==> src/rtl/mc_ctrl_pkg.sv <==
// mc_ctrl_pkg: shared types and encodings for the multicycle ARM control unit.
//   state_t      - main FSM states
//   ctrl_t       - Moore control bits produced by each FSM state
//   ALU_*        - ALUControl encodings
//   SRCB_*       - ALUSrcB encodings
//   RES_*        - ResultSrc encodings
//   IMM_*        - ImmSrc encodings
//   OP_*         - Instr[27:26] instruction classes
//   CMD_*        - data-processing cmd field Instr[24:21]
//   COND_*       - condition field Instr[31:28]
//   state_ctrl() - Moore output table of the FSM
package mc_ctrl_pkg;

   typedef enum logic [3:0] {
      S_FETCH    = 4'd0,
      S_DECODE   = 4'd1,
      S_MEMADR   = 4'd2,
      S_MEMREAD  = 4'd3,
      S_MEMWB    = 4'd4,
      S_MEMWRITE = 4'd5,
      S_EXECUTER = 4'd6,
      S_EXECUTEI = 4'd7,
      S_ALUWB    = 4'd8,
      S_BRANCH   = 4'd9
   } state_t;

   localparam logic [1:0] ALU_ADD = 2'b00;
   localparam logic [1:0] ALU_SUB = 2'b01;
   localparam logic [1:0] ALU_AND = 2'b10;
   localparam logic [1:0] ALU_ORR = 2'b11;

   localparam logic [1:0] SRCB_WD   = 2'b00;
   localparam logic [1:0] SRCB_IMM  = 2'b01;
   localparam logic [1:0] SRCB_FOUR = 2'b10;

   localparam logic [1:0] RES_ALUOUT    = 2'b00;
   localparam logic [1:0] RES_DATA      = 2'b01;
   localparam logic [1:0] RES_ALURESULT = 2'b10;

   localparam logic [1:0] IMM_8  = 2'b00;
   localparam logic [1:0] IMM_12 = 2'b01;
   localparam logic [1:0] IMM_24 = 2'b10;

   localparam logic [1:0] OP_DP  = 2'b00;
   localparam logic [1:0] OP_MEM = 2'b01;
   localparam logic [1:0] OP_BR  = 2'b10;
   localparam logic [1:0] OP_NOP = 2'b11;

   localparam logic [3:0] CMD_AND = 4'b0000;
   localparam logic [3:0] CMD_SUB = 4'b0010;
   localparam logic [3:0] CMD_ADD = 4'b0100;
   localparam logic [3:0] CMD_CMP = 4'b1010;
   localparam logic [3:0] CMD_ORR = 4'b1100;

   localparam logic [3:0] COND_EQ = 4'b0000;
   localparam logic [3:0] COND_NE = 4'b0001;
   localparam logic [3:0] COND_CS = 4'b0010;
   localparam logic [3:0] COND_CC = 4'b0011;
   localparam logic [3:0] COND_MI = 4'b0100;
   localparam logic [3:0] COND_PL = 4'b0101;
   localparam logic [3:0] COND_VS = 4'b0110;
   localparam logic [3:0] COND_VC = 4'b0111;
   localparam logic [3:0] COND_HI = 4'b1000;
   localparam logic [3:0] COND_LS = 4'b1001;
   localparam logic [3:0] COND_GE = 4'b1010;
   localparam logic [3:0] COND_LT = 4'b1011;
   localparam logic [3:0] COND_GT = 4'b1100;
   localparam logic [3:0] COND_LE = 4'b1101;
   localparam logic [3:0] COND_AL = 4'b1110;
   localparam logic [3:0] COND_NV = 4'b1111;

   typedef struct packed {
      logic       ir_write;
      logic       next_pc;
      logic       reg_w;
      logic       mem_w;
      logic       branch;
      logic       alu_op;
      logic       adr_src;
      logic       alu_src_a;
      logic [1:0] alu_src_b;
      logic [1:0] result_src;
   } ctrl_t;

   // Moore output table; anything not set for a state stays 0.
   function automatic ctrl_t state_ctrl(input state_t s);
      ctrl_t c;
      c = '0;
      case (s)
         S_FETCH: begin
            c.adr_src    = 1'b0;
            c.ir_write   = 1'b1;
            c.alu_src_a  = 1'b1;
            c.alu_src_b  = SRCB_FOUR;
            c.result_src = RES_ALURESULT;
            c.next_pc    = 1'b1;
         end
         S_DECODE: begin
            c.alu_src_a  = 1'b1;
            c.alu_src_b  = SRCB_FOUR;
            c.result_src = RES_ALURESULT;
         end
         S_MEMADR: begin
            c.alu_src_a = 1'b0;
            c.alu_src_b = SRCB_IMM;
         end
         S_MEMREAD: begin
            c.result_src = RES_ALUOUT;
            c.adr_src    = 1'b1;
         end
         S_MEMWB: begin
            c.result_src = RES_DATA;
            c.reg_w      = 1'b1;
         end
         S_MEMWRITE: begin
            c.result_src = RES_ALUOUT;
            c.adr_src    = 1'b1;
            c.mem_w      = 1'b1;
         end
         S_EXECUTER: begin
            c.alu_src_a = 1'b0;
            c.alu_src_b = SRCB_WD;
            c.alu_op    = 1'b1;
         end
         S_EXECUTEI: begin
            c.alu_src_a = 1'b0;
            c.alu_src_b = SRCB_IMM;
            c.alu_op    = 1'b1;
         end
         S_ALUWB: begin
            c.result_src = RES_ALUOUT;
            c.reg_w      = 1'b1;
         end
         S_BRANCH: begin
            c.alu_src_a  = 1'b0;
            c.alu_src_b  = SRCB_IMM;
            c.result_src = RES_ALURESULT;
            c.branch     = 1'b1;
         end
         default: c = '0;
      endcase
      return c;
   endfunction

endpackage

==> src/rtl/mc_control_unit_if.sv <==
// mc_control_unit_if: datapath <-> control unit bus.
//   Instr[31:12], ALUFlags     - from datapath to control
//   RegSrc .. ResultSrc        - select/enable bus from control to datapath
//   modport master             - control unit side
//   modport slave              - datapath side
interface mc_control_unit_if;
   logic [31:12] Instr;
   logic [3:0]   ALUFlags;
   logic [1:0]   RegSrc;
   logic         RegWrite;
   logic [1:0]   ImmSrc;
   logic         ALUSrcA;
   logic [1:0]   ALUSrcB;
   logic [1:0]   ALUControl;
   logic         AdrSrc;
   logic         PCWrite;
   logic         IRWrite;
   logic         MemWrite;
   logic [1:0]   ResultSrc;

   modport master (
      input  Instr, ALUFlags,
      output RegSrc, RegWrite, ImmSrc, ALUSrcA, ALUSrcB, ALUControl,
             AdrSrc, PCWrite, IRWrite, MemWrite, ResultSrc
   );

   modport slave (
      output Instr, ALUFlags,
      input  RegSrc, RegWrite, ImmSrc, ALUSrcA, ALUSrcB, ALUControl,
             AdrSrc, PCWrite, IRWrite, MemWrite, ResultSrc
   );
endinterface

==> src/rtl/cond_logic.sv <==
// cond_logic: NZCV flags register, condition evaluation and gating of the
// architectural write enables.
//   clk, reset       - clock, async active-high reset
//   cond             - Instr[31:28]
//   alu_flags        - {N,Z,C,V} from the ALU this cycle
//   flag_w           - {NZ, CV} flag write requests from the ALU decoder
//   reg_w, mem_w     - ungated write requests from the FSM
//   branch, next_pc  - branch / PC-increment requests from the FSM
//   rd_is_pc         - destination register is R15
//   reg_write, mem_write, pc_write - gated enables to the datapath
module cond_logic
   import mc_ctrl_pkg::*;
(
   input  logic       clk,
   input  logic       reset,
   input  logic [3:0] cond,
   input  logic [3:0] alu_flags,
   input  logic [1:0] flag_w,
   input  logic       reg_w,
   input  logic       mem_w,
   input  logic       branch,
   input  logic       next_pc,
   input  logic       rd_is_pc,
   output logic       reg_write,
   output logic       mem_write,
   output logic       pc_write
);

   logic [1:0] nz_r;
   logic [1:0] cv_r;
   logic       cond_ex_s;
   logic       cond_ex_delayed_r;
   logic       n_s, z_s, c_s, v_s;
   logic       pcs_s;

   assign n_s = nz_r[1];
   assign z_s = nz_r[0];
   assign c_s = cv_r[1];
   assign v_s = cv_r[0];

   // Evaluate the instruction condition against the stored flags
   always_comb begin
      cond_ex_s = 1'b0;
      case (cond)
         COND_EQ: cond_ex_s = z_s;
         COND_NE: cond_ex_s = ~z_s;
         COND_CS: cond_ex_s = c_s;
         COND_CC: cond_ex_s = ~c_s;
         COND_MI: cond_ex_s = n_s;
         COND_PL: cond_ex_s = ~n_s;
         COND_VS: cond_ex_s = v_s;
         COND_VC: cond_ex_s = ~v_s;
         COND_HI: cond_ex_s = c_s & ~z_s;
         COND_LS: cond_ex_s = ~c_s | z_s;
         COND_GE: cond_ex_s = ~(n_s ^ v_s);
         COND_LT: cond_ex_s = n_s ^ v_s;
         COND_GT: cond_ex_s = ~z_s & ~(n_s ^ v_s);
         COND_LE: cond_ex_s = z_s | (n_s ^ v_s);
         COND_AL: cond_ex_s = 1'b1;
         COND_NV: cond_ex_s = 1'b0;
         default: cond_ex_s = 1'b0;
      endcase
   end

   // Flags register: each half loads only when requested and the condition holds
   always_ff @(posedge clk or posedge reset) begin
      if (reset) begin
         nz_r <= 2'b00;
         cv_r <= 2'b00;
      end else begin
         if (flag_w[1] & cond_ex_s) begin
            nz_r <= alu_flags[3:2];
         end
         if (flag_w[0] & cond_ex_s) begin
            cv_r <= alu_flags[1:0];
         end
      end
   end

   // Delay CondEx so writeback sees the condition computed before any flag update
   always_ff @(posedge clk or posedge reset) begin
      if (reset) begin
         cond_ex_delayed_r <= 1'b0;
      end else begin
         cond_ex_delayed_r <= cond_ex_s;
      end
   end

   assign pcs_s     = branch | (reg_w & rd_is_pc);
   assign reg_write = reg_w & cond_ex_delayed_r;
   assign mem_write = mem_w & cond_ex_delayed_r;
   assign pc_write  = next_pc | (pcs_s & cond_ex_delayed_r);

endmodule

==> src/rtl/mc_control_unit.sv <==
// mc_control_unit: multicycle ARM control unit (main FSM + ALU decoder +
// conditional-execution logic).
//   clk   - rising-edge clock
//   reset - asynchronous active-high reset (forces FETCH, clears flags)
//   bus   - mc_control_unit_if.master: Instr/ALUFlags in, all datapath
//           selects and enables out
// Build option MC_CMP_EN: when defined, cmd 1010 decodes as CMP (sub, no
// register write, FlagW=11 with S); otherwise it is an unsupported cmd.
module mc_control_unit
   import mc_ctrl_pkg::*;
(
   input logic               clk,
   input logic               reset,
   mc_control_unit_if.master bus
);

   state_t     state_r;
   state_t     next_state_s;
   ctrl_t      ctrl_r;
   logic [1:0] op_s;
   logic [5:0] funct_s;
   logic [3:0] cmd_s;
   logic [3:0] cond_s;
   logic [3:0] rd_s;
   logic [1:0] dec_alu_s;
   logic       supported_s;
   logic       is_arith_s;
   logic       no_write_s;
   logic [1:0] flag_w_s;
   logic       reg_w_s;
   logic [1:0] imm_src_s;
   logic       unused_s;

   assign cond_s   = bus.Instr[31:28];
   assign op_s     = bus.Instr[27:26];
   assign funct_s  = bus.Instr[25:20];
   assign rd_s     = bus.Instr[15:12];
   assign cmd_s    = funct_s[4:1];
   assign unused_s = ^bus.Instr[19:16];

   function automatic state_t next_state(input state_t s, input logic [1:0] op,
                                         input logic [5:0] funct);
      state_t n;
      case (s)
         S_FETCH:  n = S_DECODE;
         S_DECODE: begin
            case (op)
               OP_DP:   n = funct[5] ? S_EXECUTEI : S_EXECUTER;
               OP_MEM:  n = S_MEMADR;
               OP_BR:   n = S_BRANCH;
               default: n = S_FETCH;
            endcase
         end
         S_MEMADR:   n = funct[0] ? S_MEMREAD : S_MEMWRITE;
         S_MEMREAD:  n = S_MEMWB;
         S_EXECUTER: n = S_ALUWB;
         S_EXECUTEI: n = S_ALUWB;
         default:    n = S_FETCH;
      endcase
      return n;
   endfunction

   assign next_state_s = next_state(state_r, op_s, funct_s);

   // Main FSM; Moore controls are registered alongside the state from the next state
   always_ff @(posedge clk or posedge reset) begin
      if (reset) begin
         state_r <= S_FETCH;
         ctrl_r  <= state_ctrl(S_FETCH);
      end else begin
         state_r <= next_state_s;
         ctrl_r  <= state_ctrl(next_state_s);
      end
   end

   // ALU decoder on the cmd field; unsupported cmds fall back to add with no writes
   always_comb begin
      dec_alu_s   = ALU_ADD;
      supported_s = 1'b0;
      is_arith_s  = 1'b0;
      no_write_s  = 1'b0;
      case (cmd_s)
         CMD_ADD: begin
            dec_alu_s   = ALU_ADD;
            supported_s = 1'b1;
            is_arith_s  = 1'b1;
         end
         CMD_SUB: begin
            dec_alu_s   = ALU_SUB;
            supported_s = 1'b1;
            is_arith_s  = 1'b1;
         end
         CMD_AND: begin
            dec_alu_s   = ALU_AND;
            supported_s = 1'b1;
         end
         CMD_ORR: begin
            dec_alu_s   = ALU_ORR;
            supported_s = 1'b1;
         end
`ifdef MC_CMP_EN
         CMD_CMP: begin
            dec_alu_s   = ALU_SUB;
            supported_s = 1'b1;
            is_arith_s  = 1'b1;
            no_write_s  = 1'b1;
         end
`endif
         default: begin
            dec_alu_s   = ALU_ADD;
            supported_s = 1'b0;
         end
      endcase
   end

   // ImmSrc follows the instruction class directly
   always_comb begin
      imm_src_s = IMM_8;
      case (op_s)
         OP_DP:   imm_src_s = IMM_8;
         OP_MEM:  imm_src_s = IMM_12;
         OP_BR:   imm_src_s = IMM_24;
         default: imm_src_s = 2'b11;
      endcase
   end

   assign flag_w_s = ctrl_r.alu_op ?
                     {funct_s[0] & supported_s, funct_s[0] & supported_s & is_arith_s} :
                     2'b00;

   // Instr is held by the IR through writeback, so the decode is still valid in ALUWB.
   assign reg_w_s = ctrl_r.reg_w &
                    ~((state_r == S_ALUWB) & (~supported_s | no_write_s));

   assign bus.RegSrc     = {op_s == OP_MEM, op_s == OP_BR};
   assign bus.ImmSrc     = imm_src_s;
   assign bus.ALUSrcA    = ctrl_r.alu_src_a;
   assign bus.ALUSrcB    = ctrl_r.alu_src_b;
   assign bus.ALUControl = ctrl_r.alu_op ? dec_alu_s : ALU_ADD;
   assign bus.AdrSrc     = ctrl_r.adr_src;
   assign bus.IRWrite    = ctrl_r.ir_write;
   assign bus.ResultSrc  = ctrl_r.result_src;

   cond_logic u_cond (
      .clk       (clk),
      .reset     (reset),
      .cond      (cond_s),
      .alu_flags (bus.ALUFlags),
      .flag_w    (flag_w_s),
      .reg_w     (reg_w_s),
      .mem_w     (ctrl_r.mem_w),
      .branch    (ctrl_r.branch),
      .next_pc   (ctrl_r.next_pc),
      .rd_is_pc  (rd_s == 4'd15),
      .reg_write (bus.RegWrite),
      .mem_write (bus.MemWrite),
      .pc_write  (bus.PCWrite)
   );

endmodule

==> src/flat_wrapper.sv <==
// flat-port wrapper written by rule: the top's interface ports become plain ports
module mc_control_unit_flat import mc_ctrl_pkg::*;
  (clk, reset, bus_Instr, bus_ALUFlags, bus_RegSrc, bus_RegWrite, bus_ImmSrc, bus_ALUSrcA, bus_ALUSrcB, bus_ALUControl, bus_AdrSrc, bus_PCWrite, bus_IRWrite, bus_MemWrite, bus_ResultSrc);
  mc_control_unit_if bus_i ();
  input logic clk;
  input logic reset;
  input wire logic [$bits(bus_i.Instr)-1:0] bus_Instr;
  input wire logic [$bits(bus_i.ALUFlags)-1:0] bus_ALUFlags;
  output wire logic [$bits(bus_i.RegSrc)-1:0] bus_RegSrc;
  output wire logic [$bits(bus_i.RegWrite)-1:0] bus_RegWrite;
  output wire logic [$bits(bus_i.ImmSrc)-1:0] bus_ImmSrc;
  output wire logic [$bits(bus_i.ALUSrcA)-1:0] bus_ALUSrcA;
  output wire logic [$bits(bus_i.ALUSrcB)-1:0] bus_ALUSrcB;
  output wire logic [$bits(bus_i.ALUControl)-1:0] bus_ALUControl;
  output wire logic [$bits(bus_i.AdrSrc)-1:0] bus_AdrSrc;
  output wire logic [$bits(bus_i.PCWrite)-1:0] bus_PCWrite;
  output wire logic [$bits(bus_i.IRWrite)-1:0] bus_IRWrite;
  output wire logic [$bits(bus_i.MemWrite)-1:0] bus_MemWrite;
  output wire logic [$bits(bus_i.ResultSrc)-1:0] bus_ResultSrc;
  assign bus_i.Instr = bus_Instr;
  assign bus_i.ALUFlags = bus_ALUFlags;
  assign bus_RegSrc = bus_i.RegSrc;
  assign bus_RegWrite = bus_i.RegWrite;
  assign bus_ImmSrc = bus_i.ImmSrc;
  assign bus_ALUSrcA = bus_i.ALUSrcA;
  assign bus_ALUSrcB = bus_i.ALUSrcB;
  assign bus_ALUControl = bus_i.ALUControl;
  assign bus_AdrSrc = bus_i.AdrSrc;
  assign bus_PCWrite = bus_i.PCWrite;
  assign bus_IRWrite = bus_i.IRWrite;
  assign bus_MemWrite = bus_i.MemWrite;
  assign bus_ResultSrc = bus_i.ResultSrc;
  mc_control_unit u_core (.clk(clk), .reset(reset), .bus(bus_i));
endmodule
==> config.mk <==
export PLATFORM = sky130hd
export DESIGN_NAME = mc_control_unit_flat
export DESIGN_NICKNAME = d
export VERILOG_FILES = /design/src/rtl/mc_ctrl_pkg.sv /design/src/rtl/mc_control_unit_if.sv /design/src/rtl/cond_logic.sv /design/src/rtl/mc_control_unit.sv /design/src/flat_wrapper.sv
export SDC_FILE = /design/constraint.sdc
export NUM_CORES = 1
export LEC_CHECK = 0
export CAP_MARGIN = 20
export CORE_MARGIN = 5
export CORE_UTILIZATION = 35
export CTS_BUF_LIST = sky130_fd_sc_hd__clkbuf_4
export CTS_CLUSTER_SIZE = 16
export DETAILED_ROUTE_END_ITERATION = 8
export GPL_ROUTABILITY_DRIVEN = 1
export HOLD_SLACK_MARGIN = 0.06
export PLACE_DENSITY_LB_ADDON = 0.15
export SLEW_MARGIN = 5
export SYNTH_ARGS = -nofsm -noshare
export SYNTH_HDL_FRONTEND = slang
export SYNTH_SLANG_ARGS = --single-unit
==> constraint.sdc <==
create_clock -name clk -period 1.7 [get_ports clk]
set_input_delay 0.34 -clock clk [delete_from_list [all_inputs] [get_ports clk]]
set_output_delay 0.34 -clock clk [all_outputs]
set_load 0.01 [all_outputs]
==> impl_results.md <==
* Yosys warns at 0
* Placed cell areas at 1515 um2
* Power Total at 0.001792 W
* Worst slew pin tran at 0.4073 ns
* Max Cap Violations at 0
* Clk pwr share at 0.131
* Internal Pwr Total at 0.001188 W
* Hold Violations, Final at 0
* Mapped cell area at 1026 um2
* Chip width at 64.14 um
* DR WL/cell at 13.29 um
* GP Congestion at 0.8952
* Filler Cell Count at 256
* Largest net degree at the start of global routing at 20
* Design area at 1625 um2
* Detail Route Antenna Nets at 0
* Vias/cell at 5.027
* Number of top-level pins at 42
* Status: finished with violations
* Hold Crit Class: primary input to asynchronous set/reset pin
* Pwr dens at 1103 nW/um2
* Dpl cells at 181
* Vias in the first global route at 942
* Max Slew Vio Count at 0
* Number of synthesized register bits at 19
* Hpwl dp at 1.943 mm
* Fin crit share at 1.045
* Fin cells at 188
* Lkg Pwr at 0.8156 nW
* Initial antenna violation count at 0
* PnR worst setup slack at -0.07622 ns
* Core Region at 2781 um2
* CP startpoint kind: flop
* Minimum clock period at 1.776 ns
* Worst endpoint required time at 1.36 ns
* Slowest stage cell, crit path: dfrtp_1
* Root buffer cell: clkbuf_4
* CTS hold repair buffers at 0
* Routed Wire Length at 2.498 mm
* Max Root-Sink Buffers at 2
* TritonCTS clock tree: yes
* Number of remaining DRC errors at 0
* Skew-Pair Late Insertion Delay at 0.29 ns
* CP Data Arrival Time at 1.44 ns
* Layout cells sized above 1 at 0.3057
* GRT Total Usage at 0.1220
* DIE HEIGHT at 64.14 um
* CP Max Fanout at 2
* Register area share after synthesis at 0.4671
* CP max stage delay at 0.41 ns
* Num CTS Buffers at 3
* Avg Inst Size Synth at 9.865 um2
* Clk slew on worst S/H paths at 0.10 ns
* Gate Count Post-Synth at 104
* DRT iter0 DRCs at 45
* H-tree levels at 1
* GRT overflow at 0
* Net Count, Synth at 130
* Flop-to-flop setup slack at -0.03 ns
* Placement Rows at 19
* # clock sinks at 19
* Synth-to-layout area growth at 58.41%
* Starting Density at 0.3689
* Clock skew at 0.004834 ns
* RSZ-0062 raised after global routing: true
* Die ar. at 4114 um2
* CP endpoint kind: primary output
* Nets@finish at 184
* Sequential Power Share at 0.385
* Vias post-DR at 945
* Crit path kind: flop to primary output
* Failing checks: negative setup slack
* First-pass DRT Iterations at 4
* Port bufs at 37
* Netlist cell types at 35
* Peak supply drop at 741.2 uV
* Sw frac at 0.3375
* Switching Power at 0.0006048 W
* Setup violators final at 5
* Fmax at 0.5630 GHz
* Place WS at -0.7487 ns
* First-pass GRT wire length at 4.029 mm
* N_diodes at 0
* Slew headroom at 0.7259
* Comb pwr share at 0.484
* Cell Chain, Critical Path: nor2_2 > nand3b_1 > o21ai_2 > o21bai_1 > a21o_1 > buf_2
==> layer usage <==
metal	track usage	share of wire	vias to the layer above
met4	0.06870	0.027	0
met5	0	0	-
met1	0.1324	0.41	446
met2	0.2111	0.50	33
li1	-	-	460
met3	0.03503	0.064	6
==> flip-flops by register name, summed over array words and instances (netlist names), 2 cells and up <==
signal	flops
u_core.bus.ResultSrc	2
u_core.ctrl_r	4
u_core.state_r	4
u_core.u_cond.cv_r	2
u_core.u_cond.nz_r	2
==> worst paths after layout <==
kind | to | startpoint | depth (start not counted)
hold / removal | u_core.u_cond.nz_r[0] | reset | 3
hold reg to reg | u_core.u_cond.cv_r[0] | u_core.u_cond.cv_r[0] | 1
setup / recovery | bus_PCWrite | u_core.state_r[2] | 6
max in group asynchronous | u_core.bus.IRWrite | reset | 3
min in group clk | u_core.ctrl_r[7] | bus_Instr[14] | 4
setup reg to reg | u_core.u_cond.nz_r[1] | u_core.u_cond.nz_r[1] | 5
==> final cells by class <==
| cell class | count | area [um2] | area share |
|---|---|---|---|
| tap | 31 | 38.79 | 0.02386 |
| sequential | 19 | 480.5 | 0.2956 |
| timing repair buffer | 57 | 491.7 | 0.3025 |
| clock buffer | 4 | 30.03 | 0.01848 |
| multi-input combinational | 71 | 561.8 | 0.3457 |
| inverter | 6 | 22.52 | 0.01386 |
==> critical path: cells and delay by family, from the launching register on <==
family,cells,cell delay [ns]
AOI/OAI and AO/OA,3,0.38
buffers and inverters,1,0.13
DFF,1,0.41
and+or+nand+nor,2,0.23
==> cell families after synthesis <==
kind of cell | count (synthesis) | synth area share
buffers and inverters | 14 | 0.06829
and+or+nand+nor | 44 | 0.2427
DFF | 19 | 0.4671
AOI/OAI and AO/OA | 14 | 0.09634
xor gates and xnor gates | 5 | 0.04269
muxes | 8 | 0.08293
==> cell usage in the layout, fill, tap and decap left out, types with 2 or more instances in the layout <==
| cell | instances |
|---|---|
| buf_4 | 20 |
| nor3_1 | 2 |
| clkbuf_4 | 4 |
| mux2_4 | 4 |
| dlymetal6s2s_1 | 3 |
| nor2b_1 | 2 |
| o21bai_1 | 3 |
| nand3b_1 | 3 |
| mux2i_1 | 2 |
| a32oi_1 | 2 |
| nand2_1 | 4 |
| xnor2_1 | 2 |
| dfrtp_1 | 15 |
| and3_1 | 2 |
| buf_2 | 3 |
| inv_1 | 6 |
| nor2_1 | 8 |
| clkdlybuf4s50_1 | 17 |
| dfstp_2 | 3 |
| mux2i_2 | 2 |
| and2_1 | 4 |
| nand2b_1 | 5 |
| o21ai_0 | 2 |
| o21ai_2 | 2 |
| dlygate4sd2_1 | 13 |
| xor2_1 | 3 |
==> power groups by stage <==
stage	registers (W)	clock network (W)	logic, W
after floorplan	0.000707	0	0.000409
after global placement	0.000685	0	0.000791
after detailed placement	0.000687	0	0.000803
after CTS	0.000683	0.000247	0.000781
after global routing	0.000711	0.000272	0.000950
final	0.000689	0.000235	0.000868
==> repair_timing <==
item / in CTS / in global routing
setup endpoints to repair: 15 / 13
buffers inserted: 1 / 2
cloned: 0 / 0
gates resized for setup: 32 / 19
pin swaps: 6 / 8
==> synthesized netlist by cell type, drive strengths merged <==
| library cell | instances | share of area |
|---|---|---|
| dfrtp | 16 | 0.39 |
| nor2 | 9 | 0.033 |
| inv | 6 | 0.022 |
| and2 | 5 | 0.030 |
| buf | 5 | 0.034 |
| nand2b | 5 | 0.030 |
| o21ai | 5 | 0.028 |
| mux2 | 4 | 0.044 |
| mux2i | 4 | 0.039 |
| nand2 | 4 | 0.015 |
| nor3 | 4 | 0.020 |
| clkbuf | 3 | 0.012 |
| dfstp | 3 | 0.077 |
| nand3b | 3 | 0.022 |
| nor2b | 3 | 0.018 |
| o21bai | 3 | 0.022 |
| xor2 | 3 | 0.026 |
| a32oi | 2 | 0.017 |
| and3 | 2 | 0.012 |
| nor3b | 2 | 0.015 |
| nor4 | 2 | 0.012 |
| xnor2 | 2 | 0.017 |
| a21o | 1 | 0.0073 |
| a21oi | 1 | 0.0049 |
| and2b | 1 | 0.0073 |
| and3b | 1 | 0.0085 |
| nand3 | 1 | 0.0049 |
| nand4 | 1 | 0.0061 |
| nor4b | 1 | 0.0085 |
| o2bb2ai | 1 | 0.0085 |
| o31a | 1 | 0.0085 |
==> stage by stage <==
| step | hold slack (ns) | util | TNS [ns] |
|---|---|---|---|
| after floorplan | 0.2889 | - | 0 |
| after global placement | 0.5102 | 0.5448 | -5.706 |
| after detailed placement | 0.5290 | 0.5448 | -6.020 |
| after CTS | 0.3472 | 0.5542 | -0.1332 |
| after global routing | 0.3883 | 0.5843 | -0.7747 |
| final | 0.3452 | 0.5843 | -0.2317 |
No activity file was read; power rests on OpenSTA's default activity.
